<file path="src/rtl/demuxer5_hold_pkg.sv">
// Shared constants and types for the 32-way demultiplexer with hold registers.
// The state encodings match the 32:1 selector so both blocks decode states the same way.
package demuxer5_hold_pkg;

  localparam int NCH   = 32;
  localparam int SEL_W = 5;
  localparam int CNT_W = 8;

  localparam logic [0:0] ST_TRACK  = 1'b0;
  localparam logic [0:0] ST_SETTLE = 1'b1;

  typedef logic [SEL_W-1:0] sel_t;
  typedef logic [CNT_W-1:0] cnt_t;

  // Blanking reload value; anything above 255 is outside the legal range and is truncated.
  function automatic cnt_t blank_load(input int unsigned blank);
    return cnt_t'(blank);
  endfunction

endpackage

</file>
<file path="src/rtl/demuxer5_hold_if.sv">
// Sample-stream and channel-output bundle of demuxer5_hold.
// The master side drives the sample stream; the slave side is the demultiplexer.
interface demuxer5_hold_if #(
  parameter int RES = 14
);
  import demuxer5_hold_pkg::*;

  sel_t                 sel;
  logic [RES-1:0]       in;
  logic                 in_valid;
  logic                 hold_i;
  logic                 clr_i;
  logic [NCH*RES-1:0]   out_flat;
  logic [NCH-1:0]       updated_o;
  logic                 wr_o;
  sel_t                 ch_o;
  logic                 settling_o;

  modport master (
    output sel, in, in_valid, hold_i, clr_i,
    input  out_flat, updated_o, wr_o, ch_o, settling_o
  );

  modport slave (
    input  sel, in, in_valid, hold_i, clr_i,
    output out_flat, updated_o, wr_o, ch_o, settling_o
  );

endinterface

</file>
<file path="src/rtl/demuxer5_hold_ch_reg.sv">
// One channel hold register: write-enabled data register plus sticky "written" flag.
// Synchronous clear wins over a simultaneous write.
module demux_ch_reg #(
  parameter int RES = 14
) (
  input  logic           clk_i,
  input  logic           rstn_i,
  input  logic           i_we,
  input  logic           i_clr,
  input  logic [RES-1:0] i_d,
  output logic [RES-1:0] o_q,
  output logic           o_upd
);

  logic [RES-1:0] r_q;
  logic           r_upd;

  always_ff @(posedge clk_i or negedge rstn_i) begin
    if (!rstn_i) begin
      r_q   <= '0;
      r_upd <= 1'b0;
    end else if (i_clr) begin
      r_q   <= '0;
      r_upd <= 1'b0;
    end else if (i_we) begin
      r_q   <= i_d;
      r_upd <= 1'b1;
    end
  end

  assign o_q   = r_q;
  assign o_upd = r_upd;

endmodule

</file>
<file path="src/rtl/demuxer5_hold.sv">
// 32-way registered demultiplexer: routes a sample stream into per-channel hold registers,
// blanking writes for BLANK cycles after each select change while the source settles.
module demuxer5_hold
  import demuxer5_hold_pkg::*;
#(
  parameter int RES   = 14,
  parameter int BLANK = 4
) (
  input  logic           clk_i,
  input  logic           rstn_i,
  demuxer5_hold_if.slave bus
);

  localparam cnt_t       BLANK_LD  = blank_load(BLANK);
  localparam logic [0:0] ST_ON_CHG = (BLANK > 0) ? ST_SETTLE : ST_TRACK;

  logic [0:0]         r_state;
  sel_t               r_sel;
  cnt_t               r_cnt;
  logic               r_wr;

  logic [0:0]         w_state_nxt;
  sel_t               w_sel_nxt;
  cnt_t               w_cnt_nxt;
  logic               w_sel_chg;
  logic               w_wr;
  logic [NCH-1:0]     w_we;
  logic [RES-1:0]     w_q   [NCH];
  logic               w_upd [NCH];
  logic [NCH*RES-1:0] w_flat;
  logic [NCH-1:0]     w_upd_v;

  assign w_sel_chg = (bus.sel != r_sel);

  always_comb begin
    w_state_nxt = r_state;
    w_sel_nxt   = r_sel;
    w_cnt_nxt   = r_cnt;
    case (r_state)
      ST_TRACK: begin
        if (w_sel_chg) begin
          w_sel_nxt   = bus.sel;
          w_cnt_nxt   = BLANK_LD;
          w_state_nxt = ST_ON_CHG;
        end else begin
          w_state_nxt = ST_TRACK;
        end
      end
      ST_SETTLE: begin
        if (w_sel_chg) begin
          w_sel_nxt   = bus.sel;
          w_cnt_nxt   = BLANK_LD;
          w_state_nxt = ST_SETTLE;
        end else if (r_cnt <= cnt_t'(1)) begin
          // A zero count cannot occur here normally; leaving on it avoids a 255-cycle stall.
          w_cnt_nxt   = '0;
          w_state_nxt = ST_TRACK;
        end else begin
          w_cnt_nxt   = r_cnt - cnt_t'(1);
          w_state_nxt = ST_SETTLE;
        end
      end
      default: begin
        w_cnt_nxt   = '0;
        w_state_nxt = ST_TRACK;
      end
    endcase
  end

  assign w_wr = (r_state == ST_TRACK) & bus.in_valid & ~bus.hold_i & ~bus.clr_i & ~w_sel_chg;

  always_comb begin
    w_we = '0;
    for (int k = 0; k < NCH; k++) begin
      w_we[k] = w_wr & (r_sel == sel_t'(k));
    end
  end

  always_ff @(posedge clk_i or negedge rstn_i) begin
    if (!rstn_i) begin
      r_state <= ST_TRACK;
      r_sel   <= '0;
      r_cnt   <= '0;
      r_wr    <= 1'b0;
    end else begin
      r_state <= w_state_nxt;
      r_sel   <= w_sel_nxt;
      r_cnt   <= w_cnt_nxt;
      r_wr    <= w_wr;
    end
  end

  for (genvar k = 0; k < NCH; k++) begin : g_ch
    demux_ch_reg #(
      .RES (RES)
    ) u_ch (
      .clk_i  (clk_i),
      .rstn_i (rstn_i),
      .i_we   (w_we[k]),
      .i_clr  (bus.clr_i),
      .i_d    (bus.in),
      .o_q    (w_q[k]),
      .o_upd  (w_upd[k])
    );
  end

  always_comb begin
    w_flat  = '0;
    w_upd_v = '0;
    for (int k = 0; k < NCH; k++) begin
      w_flat[k*RES +: RES] = w_q[k];
      w_upd_v[k]           = w_upd[k];
    end
  end

  assign bus.out_flat   = w_flat;
  assign bus.updated_o  = w_upd_v;
  assign bus.wr_o       = r_wr;
  assign bus.ch_o       = r_sel;
  assign bus.settling_o = r_state[0];

endmodule

</file>
<file path="src/flat_wrapper.sv">
// flat-port wrapper written by rule: the top's interface ports become plain ports
module demuxer5_hold_flat import demuxer5_hold_pkg::*;
#(
  parameter int RES   = 14,
  parameter int BLANK = 4
)
  (clk_i, rstn_i, bus_sel, bus_in, bus_in_valid, bus_hold_i, bus_clr_i, bus_out_flat, bus_updated_o, bus_wr_o, bus_ch_o, bus_settling_o);
  demuxer5_hold_if #(.RES(RES)) bus_i ();
  input  logic clk_i;
  input  logic rstn_i;
  input wire logic [$bits(bus_i.sel)-1:0] bus_sel;
  input wire logic [$bits(bus_i.in)-1:0] bus_in;
  input wire logic [$bits(bus_i.in_valid)-1:0] bus_in_valid;
  input wire logic [$bits(bus_i.hold_i)-1:0] bus_hold_i;
  input wire logic [$bits(bus_i.clr_i)-1:0] bus_clr_i;
  output wire logic [$bits(bus_i.out_flat)-1:0] bus_out_flat;
  output wire logic [$bits(bus_i.updated_o)-1:0] bus_updated_o;
  output wire logic [$bits(bus_i.wr_o)-1:0] bus_wr_o;
  output wire logic [$bits(bus_i.ch_o)-1:0] bus_ch_o;
  output wire logic [$bits(bus_i.settling_o)-1:0] bus_settling_o;
  assign bus_i.sel = bus_sel;
  assign bus_i.in = bus_in;
  assign bus_i.in_valid = bus_in_valid;
  assign bus_i.hold_i = bus_hold_i;
  assign bus_i.clr_i = bus_clr_i;
  assign bus_out_flat = bus_i.out_flat;
  assign bus_updated_o = bus_i.updated_o;
  assign bus_wr_o = bus_i.wr_o;
  assign bus_ch_o = bus_i.ch_o;
  assign bus_settling_o = bus_i.settling_o;
  demuxer5_hold #(.RES(RES), .BLANK(BLANK)) u_core (.clk_i(clk_i), .rstn_i(rstn_i), .bus(bus_i));
endmodule
</file>
<file path="config.mk">
export PLATFORM = sky130hd
export DESIGN_NAME = demuxer5_hold_flat
export DESIGN_NICKNAME = d
export VERILOG_FILES = /design/src/rtl/demuxer5_hold_pkg.sv /design/src/rtl/demuxer5_hold_if.sv /design/src/rtl/demuxer5_hold_ch_reg.sv /design/src/rtl/demuxer5_hold.sv /design/src/flat_wrapper.sv
export SDC_FILE = /design/constraint.sdc
export NUM_CORES = 1
export LEC_CHECK = 0
export ABC_AREA = 1
export BUFFER_PORTS_ARGS = -buffer_cell sky130_fd_sc_hd__buf_2
export CELL_PAD_IN_SITES_DETAIL_PLACEMENT = 1
export CELL_PAD_IN_SITES_GLOBAL_PLACEMENT = 1
export CORE_MARGIN = 2
export CORE_UTILIZATION = 41
export DETAILED_ROUTE_END_ITERATION = 6
export PLACE_DENSITY_LB_ADDON = 0.08
export SLEW_MARGIN = 20
export SYNTH_ARGS = -nofsm -noshare
export SYNTH_HDL_FRONTEND = slang
export SYNTH_HIERARCHICAL = 1
export SYNTH_SLANG_ARGS = --single-unit
export TNS_END_PERCENT = 1
</file>
<file path="constraint.sdc">
create_clock -name clk_i -period 2.1 [get_ports clk_i]
set_input_delay 0.105 -clock clk_i [delete_from_list [all_inputs] [get_ports clk_i]]
set_output_delay 0.105 -clock clk_i [all_outputs]
set_load 0.02 [all_outputs]
</file>
==> results of run 1 <==
## worst min-delay path, delay by kind of cell
family                 cells  cell delay (ns)
and+or+nand+nor            2             0.17
buffers and inverters      2             0.31
## synth_stat cells, drive strengths merged
| master | instances |
|---|---|
| buf | 133 |
| clkbuf | 7 |
| nand2 | 931 |
| o21ai | 2 |
| a21oi | 1 |
| nor2 | 147 |
| ha | 2 |
| xnor2 | 6 |
| o211ai | 1 |
| nand4 | 2 |
| dfrtp | 495 |
| nand3 | 493 |
| inv | 52 |
| xor2 | 1 |
| nand3b | 1 |
| nor3 | 1 |
| clkinv | 1 |
## timing repair
item	CTS	global route
endpoints found under the hold margin	267	0
endpoints found under the setup margin	0	109
hold buffers	8	0
resized for setup	0	6
## routing by layer
layer	wire [um]	vias to the layer above
met5	12	-
met1	34300	9445
met3	4880	132
li1	-	8359
met4	2400	2
met2	39600	560
## final timing paths
kind / start / end
max: u_core/bus.ch_o[1]$_DFFE_PN0P_ / u_core/g_ch[11].u_ch/o_q[1]$_DFFE_PN0P_
min: bus_in[11] / u_core/g_ch[3].u_ch/o_q[11]$_DFFE_PN0P_
max reg2reg: u_core/bus.ch_o[1]$_DFFE_PN0P_ / u_core/g_ch[11].u_ch/o_q[1]$_DFFE_PN0P_
min reg2reg: u_core/g_ch[6].u_ch/o_q[11]$_DFFE_PN0P_ / u_core/g_ch[6].u_ch/o_q[11]$_DFFE_PN0P_
max in group asynchronous: rstn_i / u_core/g_ch[21].u_ch/o_q[4]$_DFFE_PN0P_
min in group asynchronous: rstn_i / u_core/g_ch[13].u_ch/o_q[0]$_DFFE_PN0P_
## flip-flops by register name (all words and copies together) (netlist names)
register,cells
u_core/g_ch.u_ch/o_q,448
u_core/g_ch.u_ch/o_upd,32
u_core/bus.ch_o,5
u_core/bus.settling_o,1
u_core/r_cnt,8
u_core/bus.wr_o,1
## through the flow
stage / cells / power [mW] / hold slack [ns] / utilization / setup TNS, ns
CTS: 3552 / 20.8 / 0.00593 / 0.510 / 0
detailed placement: 3444 / 11.0 / 0.117 / 0.474 / 0
global route: 3552 / 21.3 / 0.0232 / 0.511 / -0.342
global placement: 3444 / 11.0 / 0.122 / 0.474 / 0
floorplan: 2276 / 10.2 / -0.191 / - / 0
finish: 3552 / 20.7 / 0.0286 / 0.511 / 0
## report_power, final
group	internal (mW)	leakage, nW	switching, mW
Sequential	9.55	6.90	0.00755
Combinational	0.292	7.99	0.987
Clock	5.86	0.910	3.97
Total	15.7	15.8	4.97
## kinds of logic (layout without fill, tap and decap cells)
group | count (synthesis) | count (layout) | share of synthesized area
AOI/OAI and AO/OA | 4 | 4 | 0.00104
xor gates and xnor gates | 7 | 7 | 0.00284
adders and majority gates | 2 | 2 | 0.00116
buffers and inverters | 193 | 781 | 0.0807
DFF | 495 | 495 | 0.574
and+or+nand+nor | 1575 | 1575 | 0.341
## area by class of cell
cell class | instances | area, um^2 | share of cell area
Clock buffer | 92 | 1750 | 0.0654
Clock inverter | 8 | 90.1 | 0.00337
Multi-Input combinational cell | 1588 | 7480 | 0.280
Inverter | 53 | 199 | 0.00744
Tap cell | 688 | 861 | 0.0322
Sequential cell | 495 | 12400 | 0.464
Timing Repair Buffer | 628 | 3960 | 0.148
==> results.md, run 1 <==
GRT:
- The sum of overflow across all layers after global routing is 0.
- The first global-routing pass estimated between 100000 and 150000 um of wire.
- The initial antenna violation count came to 1.
- The number of global-route vias before repair is 18628.
- The global routing's busiest layer is met2.
- The largest net degree at the start of global routing is 59.
- The met3 demand-to-capacity share in global routing is 0.0585.
- The routing usage on met1 is 0.392.
- For met2 alone, demand over resource in global routing was 0.484.
- In the global route stage, overall resource usage came out at 0.294.

STA:
- Of the available clock period, the critical path in the final layout requires 0.937.
- The transition time at the pin with the least slew margin is 0.874 ns.
- The final worst-path setup slack is around 0.13 ns.
- For the final database, setup skew stands at a little under 0.01 ns.
- The final-report hold violation count is 0.
- The max-slew violation total from the final report came to 0.
- Derived from the worst setup path, the maximum achievable clock frequency is ~510 MHz.
- Setup violations remaining at the end of the flow were counted as 0.
- Setup repair after global routing could not meet its margin everywhere.
- The worst relative slew slack is 0.417.
- Counting I/O delays and the setup requirement, the final critical path takes around 2 ns.

Power:
- In this run the static leakage power is about 16 nW.
- Power spread over the standard cell area amounts to between 700 and 800 mW/mm^2.
- IR analysis of the VDD net gives a maximum drop of around 0.00054 V.

Clocking:
- TritonCTS built the clock tree.
- The later pin in the worst-skew pair is clocked with a latency of around 0.6 ns.
- The number of buffers on the longest clock path is 3.
- The clock transition at the registers of the reported paths is about 0.060 ns.
- The number of levels the H-tree was split into is 2.
- Clock tree synthesis found a total of a little under 500 sinks.
- The CTS buffer count is 54.
- The post-CTS repair timing setup buffer count is 0.
- The root cell of the clock tree is sky130_fd_sc_hd__clkbuf_16.

Hold path:
- The path class of the tightest hold or removal check is input pin to register.
- The cell count of the worst hold path is 4.

Drt:
- The number of violations reported at the end of detailed-routing iteration 0 is roughly 1200.
- The routed length per instance is between 20 and 25 um.
- The total iterations of the first detailed-routing run is 5.
- The remaining number of nets flagged by the antenna check after routing is 0.
- After detailed routing, the number of vias per cell comes to 5.21.
- Across all layers, the routed design uses approximately 18000 vias.
- In the routed design, unresolved DRC markers number 0.
- The final wirelength is 81200 um.

Layout:
- The top cell types in the final layout, fill and taps aside, are sky130_fd_sc_hd__nand2_1, sky130_fd_sc_hd__buf_2, sky130_fd_sc_hd__dfrtp_1.
- The fraction of layout cells with a size suffix above 1 is 0.328.
- The final-layout fill cell count is 6201.
- The final design instance area without fill is about 0.027 mm^2.
- Leaving out fill and tap cells, the most frequent cell in the layout is sky130_fd_sc_hd__nand2_1.
- The area added between synthesis and finish is 23.8%.
- 0 antenna diodes ended up in the layout.
- The total number of nets in the final design is 2846.

Setup path:
- The number of buffers and inverters on the critical path is 2.
- The depth of the most critical reg-to-reg path is 11.
- The setup path with the least slack is of type register to register.
- In this run the worst path has a maximum fanout of 16.
- The data required time at the worst endpoint is between 2 and 3 ns.
- The critical path goes through inv_2 > nand2_1 > nand2_1 > nand2_1 > nor2_4 > nand4_4 > buf_12 > nor2_4 > nor2_4 > nand2_1 > nand2_1.
- The count of cell instances traversed by the critical path is 11.
- The type of origin of the critical path is a register.
- The gate family responsible for the most delay along the worst path is simple AND/OR/NAND/NOR gates.
- The cell that appears most often on the critical path is sky130_fd_sc_hd__nand2_1.
- The worst setup path is captured at a register.
- Data on the critical path arrives at its endpoint at about 2.5 ns.
- The slowest stage of the critical path belongs to the cell sky130_fd_sc_hd__dfrtp_2.
- The slack of the worst reg-to-reg path is 0.13 ns.
- The biggest cell delay along the critical path is 0.44 ns.

Synthesis:
- The average cell area after synthesis is about 9.5 um^2.
- The top cell type's share of synthesized area is 0.574.
- The count of synthesis-stage warnings from yosys is 6.
- The area of the mapped netlist is around 0.022 mm^2.
- After technology mapping, the gate count stands at about 2300.
- After synthesis the netlist holds a flip-flop and latch count of 495.
- The top cell type by total area after synthesis is sky130_fd_sc_hd__dfrtp_1.
- By area the synthesized netlist is led by sky130_fd_sc_hd__dfrtp_1, sky130_fd_sc_hd__nand2_1, sky130_fd_sc_hd__nand3_1.
- For this run, the register share of the synthesized area comes to 0.574.
- Synthesis produced a netlist with a net count of ~2300.
- In this run, distinct cell masters in the synthesized netlist total 25.

Floorplanning:
- The area of the die is between 0.05 and 0.06 mm^2.
- The die is roughly 230 um wide.
- The initial core utilization is 0.412.
- The number of standard-cell rows in the floorplan is 84.
- Pin placement for this block handled about 510 I/O pins.
- The region available for standard cell placement spans about 0.052 mm^2.
- Measured along the y axis, the die boundary spans approximately 230 um.

Place:
- The count of buffers added on input and output ports is 510.
- Routability-driven placement finished with a final weighted congestion of 0.829.
- The total cell area at the placement stage is between 0.02 and 0.025 mm^2.
- OpenSTA, run right after detailed placement, puts the worst setup slack at between 0.08 and 0.09 ns.
- The estimated wirelength of the detail-placed design is ~55000 um.

Outcome:
- The run finished with clean final reports.

Flow run:
- The tool flagged a number of max-cap violations equal to 0.
No activity file was read; power rests on OpenSTA's default activity.
==> run 2, diff against run 1 <==
--- a/config.mk
+++ b/config.mk
@@ -5,12 +5,11 @@
 export SDC_FILE = /design/constraint.sdc
 export NUM_CORES = 1
 export LEC_CHECK = 0
-export ABC_AREA = 1
 export BUFFER_PORTS_ARGS = -buffer_cell sky130_fd_sc_hd__buf_2
 export CELL_PAD_IN_SITES_DETAIL_PLACEMENT = 1
 export CELL_PAD_IN_SITES_GLOBAL_PLACEMENT = 1
 export CORE_MARGIN = 2
-export CORE_UTILIZATION = 41
+export CORE_UTILIZATION = 42
 export DETAILED_ROUTE_END_ITERATION = 6
 export PLACE_DENSITY_LB_ADDON = 0.08
 export SLEW_MARGIN = 20
==> results.md, run 2 <==
Layout:
- The final core area utilization is 0.538.
- At the end of the flow, the number of nets in the layout was roughly 2200.
- The library cell used most frequently in the layout, excluding fill and tap cells, is sky130_fd_sc_hd__nor2_1.
- The library cells used most frequently in the layout, excluding fill and tap cells, are sky130_fd_sc_hd__nor2_1, sky130_fd_sc_hd__buf_2, sky130_fd_sc_hd__dfrtp_1.
- The area occupied by registers is ~0.012 mm^2.
- The number of flip-flops in the largest register is between 400 and 500.
- The final-layout fill cell count is 5166.
- The area added between synthesis and finish is 27.3%.
- In the final layout, the share of cells above drive strength 1 is 0.322.
- The post-layout instance count excluding filler cells is about 2900.
- The footprint of the multi-input gates is 0.00714 mm^2.
- The count of antenna diodes in the layout is 0.

Power:
- The analysis attributes to cell leakage a power of between 10 and 15 nW.
- The power density over cell area is between 700 and 800 mW/mm^2.
- The worst vdd rail ir drop is roughly 0.00072 V.

STA:
- Setup violations remaining at the end of the flow were counted as 7.
- Setup repair after global routing could not meet its margin everywhere.
- The final worst-path setup slack is -0.0145 ns.
- The final-report hold violation count is 0.
- Dividing the final minimum period by the clock period gives 1.01.
- On the final layout, the worst clock skew is 0.0187 ns.
- The worst relative slew slack is 0.408.
- The minimum clock period after layout is 2.11 ns.
- For the pin with the worst max-slew slack, the measured transition is ~0.9 ns.
- For this run, the top clock speed supported by timing is 473 MHz.
- The max-slew violation total from the final report is 0.

GRT:
- The wire length of the first global-routing pass is around 100000 um.
- The sum of overflow across all layers after global routing is 0.
- The largest net degree at the start of global routing is ~150.
- The number of global-route vias before repair is ~16000.
- The global router's overall resource usage is 0.279.
- The initial antenna violation count is 1.

Floorplanning:
- The number of standard-cell rows in the floorplan is between 80 and 90.
- The I/O pin count is 511.
- The die is 225 um wide.
- The initial core utilization is 0.423.
- The die covers roughly 0.05 mm^2.
- In this run the standard cell core region covers about 0.049 mm^2.
- The die outline height is between 200 and 250 um.

Synthesis:
- The parity-gate share of the synthesized area counting xor and xnor cells is 0.00213.
- The compound-cell area share of the yosys netlist came to 0.00354.
- By area, the combinational part of the netlist is dominated by multiplexers.
- Yosys attributes the largest share of cell area to sky130_fd_sc_hd__dfrtp_1, sky130_fd_sc_hd__mux2i_1, sky130_fd_sc_hd__nor2_1.
- The simple logic cell fraction of the synthesized area is 0.111.
- When the netlist entered floorplanning its net count stood at roughly 1700.
- In the synthesized netlist, the number of instances is 1657.
- During synthesis, Yosys emitted a total of 6 warnings.
- The proportion of synthesized chip area in sequential cells is 0.603.
- The synthesized design spends more area on one cell type than any other, namely sky130_fd_sc_hd__dfrtp_1.
- By instance count, the leading cell after synthesis is sky130_fd_sc_hd__nor2_1.
- After synthesis, the share of cell area in mux cells is 0.219.
- Counting flops with a built-in enable in the synthesized netlist gives 0.
- The adder-cell area share of the yosys netlist is 0.00122.
- Ranked by instance count, the synthesized netlist is headed by sky130_fd_sc_hd__nor2_1, sky130_fd_sc_hd__dfrtp_1, sky130_fd_sc_hd__mux2i_1, sky130_fd_sc_hd__buf_6.
- The top cell type's share of synthesized area is 0.603.
- After synthesis the netlist holds a flip-flop and latch count of just under 500.
- The fraction of registers with async set or reset after synthesis is 1.00.
- Dividing the synthesized area by the synthesized cell count gives between 10 and 15 um^2.
- In this run the cell area of the synthesized design comes to approximately 0.021 mm^2.
- In the synthesized netlist the dominant register cell turns out to be sky130_fd_sc_hd__dfrtp_1.
- The number of distinct library cells after synthesis is 30.

Setup path:
- The buffering stage count on the worst path with inverters included is 3.
- STA classifies the critical path startpoint as a register.
- The biggest fanout along the worst timing path is 15.
- STA puts the critical path data required time at between 2 and 3 ns.
- The critical path in this run is classified as register to register.
- The cell that appears most often on the critical path is sky130_fd_sc_hd__buf_4.
- STA classifies the critical path endpoint as a register.
- Traced cell by cell, the critical path runs through xor2_1 > nor4_4 > buf_4 > nand3_2 > buf_4 > nor2_2 > buf_12 > mux2i_2 > nor2_1.
- In this design, the stage delay of the slowest critical-path cell is between 0.3 and 0.4 ns.
- The slowest stage of the critical path belongs to the cell sky130_fd_sc_hd__dfrtp_1.
- The data arrival at the endpoint of the critical path is between 2 and 3 ns.
- The gate family responsible for the most delay along the worst path is simple AND/OR/NAND/NOR gates.

Flow run:
- The count of maximum capacitance violations is 0.

Drt:
- After detailed routing, the average wire length per cell comes to about 25 um.
- The detailed-route vias per instance is about 5.1.
- In the routed design, unresolved DRC markers number 0.
- The final wirelength is 70900 um.
- The via total after detailed routing is roughly 15000.
- The detail route stage leaves a number of antenna-violating nets equal to 0.
- The total iterations of the first detailed-routing run is 4.
- In this run, the number of DRC markers left after iteration 0 of detailed routing was ~860.

Place:
- The worst slack at placement is -0.248 ns.
- Counting tap cells, the placed design contains a total of between 2000 and 3000 instances.
- Port buffering added around 500 buffers.
- Detailed placement ended at an HPWL of ~47000 um.
- Routability-driven placement finished with a final weighted congestion of 0.791.

Clocking:
- The later pin in the worst-skew pair is clocked with a latency of 0.61 ns.
- The CTS tree is done.
- The CTS buffer count is between 50 and 60.
- The number of levels the H-tree was split into is 2.
- The root cell of the clock tree is sky130_fd_sc_hd__clkbuf_16.
- The clock passes through at most 3 buffers.
- After clock tree synthesis, the clock-pin slew on the worst setup and hold paths is 0.06 ns.
- The clock net in this run drives a total of slightly below 500 sinks.

Hold path:
- The worst min-delay path class is input pin to async pin.

Outcome:
- The final reports fail on negative setup slack.
- The run finished, with violations left.
## run 2: changes by cell type after synthesis, sizes merged, moves of 35 or more
cell	delta
nor2	+403
inv	-49
nand3	-487
mux2i	+449
buf	-35
nand2	-923
## run 2: kinds of logic after synthesis
kind of cell | count (synthesis)
fa+ha+maj | 2
mux | 449
simple gates | 587
compound gates | 12
xor+xnor | 5
flops | 495
buf+inv | 107
## run 2: what timing repair did
item                                   4_1_cts  5_1_grt
hold buffers                                 8        0
gates cloned                                 1        3
buffers inserted                             1        0
setup endpoints to repair                  305      425
pin swaps                                    3        4
endpoints found under the hold margin      454        0
gates resized for setup                      6       21
## run 2: layer usage
layer / GRT usage / part of all wire / vias to the layer above
met5: 0 / 0.000099 / -
met4: 0.0827 / 0.027 / 2
met3: 0.0851 / 0.074 / 94
met2: 0.447 / 0.47 / 434
met1: 0.365 / 0.42 / 7685
li1: - / - / 6612
## run 2: final cells by class
type | instances | area share
Tap cell | 622 | 0.0298
Sequential cell | 495 | 0.474
Inverter | 3 | 0.000431
Timing Repair Buffer | 608 | 0.156
Clock inverter | 17 | 0.00646
Multi-Input combinational cell | 1055 | 0.273
Clock buffer | 82 | 0.0607
## run 2: report_power, final
part | switching, mW | internal (mW) | total (mW) | leakage (nW)
registers | 0.00598 | 9.55 | 9.55 | 6.90
clock network | 3.91 | 5.56 | 9.47 | 0.866
logic | 0.688 | 0.173 | 0.860 | 5.02
## run 2: stage by stage
step                      power (mW)  setup TNS [ns]  hold WS, ns  instance area [um^2]
after floorplan                 9.89          -0.193       -0.191                 20600
after global placement          10.6          -19.12        0.100                 24100
after detailed placement        10.6          -22.36        0.105                 24100
after CTS                       20.1          -0.184      0.00454                 26000
after global routing            20.5          -22.15       0.0213                 26100
final                           19.9         -0.0423       0.0120                 26100
## run 2: path summary, 6_finish.rpt
kind	endpoint	from	cells past startpoint	slack, ns
setup / recovery	u_core/g_ch[10].u_ch/o_q[0]$_DFFE_PN0P_	u_core/bus.ch_o[2]$_DFFE_PN0P_	9	-0.01
hold / removal	u_core/g_ch[5].u_ch/o_q[12]$_DFFE_PN0P_	rstn_i	2	0.01
setup reg to reg	u_core/g_ch[10].u_ch/o_q[0]$_DFFE_PN0P_	u_core/bus.ch_o[2]$_DFFE_PN0P_	9	-0.01
hold reg to reg	u_core/g_ch[4].u_ch/o_upd$_DFFE_PN0P_	u_core/g_ch[4].u_ch/o_upd$_DFFE_PN0P_	2	0.49
max in group asynchronous	u_core/g_ch[27].u_ch/o_q[13]$_DFFE_PN0P_	rstn_i	3	1.20
min in group clk_i	u_core/g_ch[22].u_ch/o_q[9]$_DFFE_PN0P_	bus_in[9]	3	0.03
==> run 3, diff against run 2 <==
--- a/config.mk
+++ b/config.mk
@@ -8,8 +8,9 @@
 export BUFFER_PORTS_ARGS = -buffer_cell sky130_fd_sc_hd__buf_2
 export CELL_PAD_IN_SITES_DETAIL_PLACEMENT = 1
 export CELL_PAD_IN_SITES_GLOBAL_PLACEMENT = 1
+export CORE_ASPECT_RATIO = 0.75
 export CORE_MARGIN = 2
-export CORE_UTILIZATION = 42
+export CORE_UTILIZATION = 45
 export DETAILED_ROUTE_END_ITERATION = 6
 export PLACE_DENSITY_LB_ADDON = 0.08
 export SLEW_MARGIN = 20
==> constraint.sdc (replaced) <==
create_clock -name clk_i -period 2.6 [get_ports clk_i]
set_input_delay 0.13 -clock clk_i [delete_from_list [all_inputs] [get_ports clk_i]]
set_output_delay 0.13 -clock clk_i [all_outputs]
set_load 0.02 [all_outputs]
==> results.md, run 3 (synthesis results as in run 2) <==
Drt:
- The first detailed-routing pass took 5 iterations.
- For this run, design rule violations remaining after detail routing come to 0.
- The routed layout has about 15000 vias.
- The final layout contains routed wiring with a total length of just under 70000 um.
- The number of violations reported at the end of detailed-routing iteration 0 is between 900 and 1000.
- The detailed-route vias per instance is 5.20.
- The routed length per instance is between 20 and 25 um.
- The remaining number of nets flagged by the antenna check after routing is 0.

STA:
- The final-report hold violation count is 0.
- The worst relative slew slack is 0.283.
- The share of the clock period used by the worst path after layout is 0.915.
- The post-route clock skew is 0.0172 ns.
- The max-slew violation total from the final report is 0.
- The aggregate negative setup slack is 0 ns.
- Setup repair after global routing left no endpoint under its margin.
- Setup violations remaining at the end of the flow were counted as 0.
- Hold timing on the final database bottoms out at a slack of around 0.067 ns.
- At the pin with the least slew margin, the transition time is roughly 1.1 ns.
- The minimum clock period after layout is roughly 2.4 ns.
- For this run, the top clock speed supported by timing is between 400 and 500 MHz.

Setup path:
- The depth of the most critical reg-to-reg path is 9.
- The slowest stage of the critical path belongs to the cell sky130_fd_sc_hd__dfrtp_1.
- The endpoint kind of the worst setup timing path is a register.
- Counting both buffers and inverters, the worst setup path holds a total of 3.
- The type of origin of the critical path is a register.
- The worst setup path startpoint is u_core/bus.ch_o[2]$_DFFE_PN0P_.
- On the critical path the largest part of the delay comes from buffers and inverters.
- The data required time at the worst endpoint is 2.98 ns.
- Walking the worst path, the cells encountered are xor2_1 > nor4_1 > buf_4 > nand3b_1 > buf_4 > nor2_2 > buf_4 > mux2i_1 > nor2_1.
- For this run, the slowest stage of the critical path takes 0.45 ns.
- The slack of the worst reg-to-reg path is between 0.2 and 0.25 ns.
- The worst register-to-register path ends at u_core/g_ch[12].u_ch/o_q[10]$_DFFE_PN0P_.
- For the worst setup path, the data arrival time is around 2.8 ns.
- The biggest fanout along the worst timing path is 15.
- The most numerous cell on the critical path is sky130_fd_sc_hd__buf_4.
- The critical path is of the register to register type.
- The startpoint identified for the worst register-to-register timing path is u_core/bus.ch_o[2]$_DFFE_PN0P_.

Clocking:
- In this run the clock root is driven by a sky130_fd_sc_hd__clkbuf_16.
- The post-CTS repair timing setup buffer count is 0.
- The count of clock tree sinks is just under 500.
- The CTS buffer count is 50.
- The clock transition at the registers of the reported paths is 0.06 ns.
- The number of buffers on the longest clock path is 3.
- The number of levels the H-tree was split into is 2.
- TritonCTS built the clock tree.
- Clock latency on the worst-skew pair, taken at its later pin, is 0.57 ns.

GRT:
- After global routing the overflow that remains totals 0.
- The initial antenna violation count was 1.
- The wire length of the first global-routing pass is 103000 um.
- The number of global-route vias before repair came to ~16000.
- For this run, the total global-route usage over all layers was measured as 0.286.
- The largest net degree at the start of global routing is ~210.

Floorplanning:
- around 500 I/O pins were placed.
- The core area is 0.0448 mm^2.
- The number of standard-cell rows in the floorplan is between 60 and 70.
- The area of the die is roughly 0.047 mm^2.
- The initial utilization of the core area, before any placement, comes to 0.458.
- The die is 251 um wide.
- Measured along the y axis, the die boundary spans ~190 um.

Power:
- For this design the ratio of total power to cell area is a little over 600 mW/mm^2.
- The worst-case IR drop observed on VDD is roughly 0.00047 V.
- The static power due to leakage is ~12 nW.

Layout:
- Of the cells placed in the final design, the portion with a size suffix greater than 1 is 0.308.
- The total number of nets in the final design is about 2200.
- The final core area utilization is 0.562.
- From synthesis to final layout, the design area changed by 22.7%.
- The most common library cell in the layout ignoring fill and taps is sky130_fd_sc_hd__nor2_1.
- The library cells used most frequently in the layout, excluding fill and tap cells, are sky130_fd_sc_hd__nor2_1, sky130_fd_sc_hd__buf_2, sky130_fd_sc_hd__dfrtp_1.
- The register with the most flip-flops in the layout has approximately 450 of them.

Place:
- Port buffering added 510 buffers.
- At the end of routability-driven placement, the weighted congestion stood at 0.817.
- Once detailed placement completed, the half-perimeter wirelength came to ~44000 um.

Flow run:
- Max-cap violations in this run came to 0.

Outcome:
- The flow ran to the end, and the final reports show no timing, DRC or antenna violations.

Hold path:
- The min-delay analysis places its worst path in the category input pin to async pin.
[run 3: cell count changes in the layout (fill, tap and decap cells not counted), moves of 3 or more]
cell,change
sky130_fd_sc_hd__bufinv_16,-3
sky130_fd_sc_hd__nor2_1,+3
sky130_fd_sc_hd__buf_12,-33
sky130_fd_sc_hd__mux2i_1,+5
sky130_fd_sc_hd__nor2_2,+14
sky130_fd_sc_hd__nor2_4,-17
sky130_fd_sc_hd__clkbuf_16,-6
sky130_fd_sc_hd__buf_4,+18
sky130_fd_sc_hd__mux2i_2,-5
[run 3: worst register-to-register path, cell delays in order, from the launching register on]
cell and delay [ns]:
sky130_fd_sc_hd__dfrtp_1 0.45, sky130_fd_sc_hd__xor2_1 0.17, sky130_fd_sc_hd__nor4_1 0.34, sky130_fd_sc_hd__buf_4 0.19, sky130_fd_sc_hd__nand3b_1 0.07, sky130_fd_sc_hd__buf_4 0.19, sky130_fd_sc_hd__nor2_2 0.12, sky130_fd_sc_hd__buf_4 0.29
sky130_fd_sc_hd__mux2i_1 0.26, sky130_fd_sc_hd__nor2_1 0.09
[run 3: layer usage]
layer,vias up,global-route usage,wire [um]
met5,-,0,0
met4,0,0.0774,1700
met3,101,0.0806,4900
met2,422,0.469,32500
met1,7597,0.375,29100
li1,6549,-,-
[run 3: metrics by stage]
| step | instances | total power [mW] | setup slack [ns] | area (um^2) |
|---|---|---|---|---|
| 2_1_floorplan | 1657 | 7.98 | 0.290 | 20500 |
| 3_3_place_gp | 2718 | 8.49 | 0.381 | 23500 |
| 6_report | 2821 | 15.5 | 0.222 | 25200 |
| 4_1_cts | 2820 | 15.7 | 0.269 | 25200 |
| 5_1_grt | 2821 | 16.1 | 0.165 | 25200 |
| 3_5_place_dp | 2718 | 8.50 | 0.317 | 23500 |
[run 3: how the worst max path moves through the flow]
stage	endpoint	slack (ns)	cells after the start
after floorplan	u_core/g_ch[10].u_ch/o_q[1]$_DFFE_PN0P_	0.29	8
after global placement	u_core/g_ch[29].u_ch/o_q[13]$_DFFE_PN0P_	0.38	7
after detailed placement	u_core/g_ch[12].u_ch/o_q[10]$_DFFE_PN0P_	0.32	9
after CTS	u_core/g_ch[23].u_ch/o_q[9]$_DFFE_PN0P_	0.27	9
after global routing	u_core/g_ch[23].u_ch/o_q[9]$_DFFE_PN0P_	0.16	9
final	u_core/g_ch[12].u_ch/o_q[10]$_DFFE_PN0P_	0.22	9
[run 3: timing repair]
action,CTS,global route
hold buffers,10,0
endpoints found under the hold margin,354,0
resized for setup,0,0
[run 3: layout make-up]
class	instances	area, um^2
sequential	495	12400
clock inverter	11	61.3
inverter	3	11.3
fill	4800	19700
multi-input combinational	1055	6990
tap	586	733
timing repair buffer	589	3440
clock buffer	81	1560
antenna	1	2.50
[run 3: power breakdown]
| part | switching, mW | internal, mW | total (mW) |
|---|---|---|---|
| Combinational | 0.523 | 0.116 | 0.640 |
| Clock | 3.07 | 4.10 | 7.17 |
| Sequential | 0.00929 | 7.71 | 7.72 |
| Total | 3.61 | 11.9 | 15.5 |
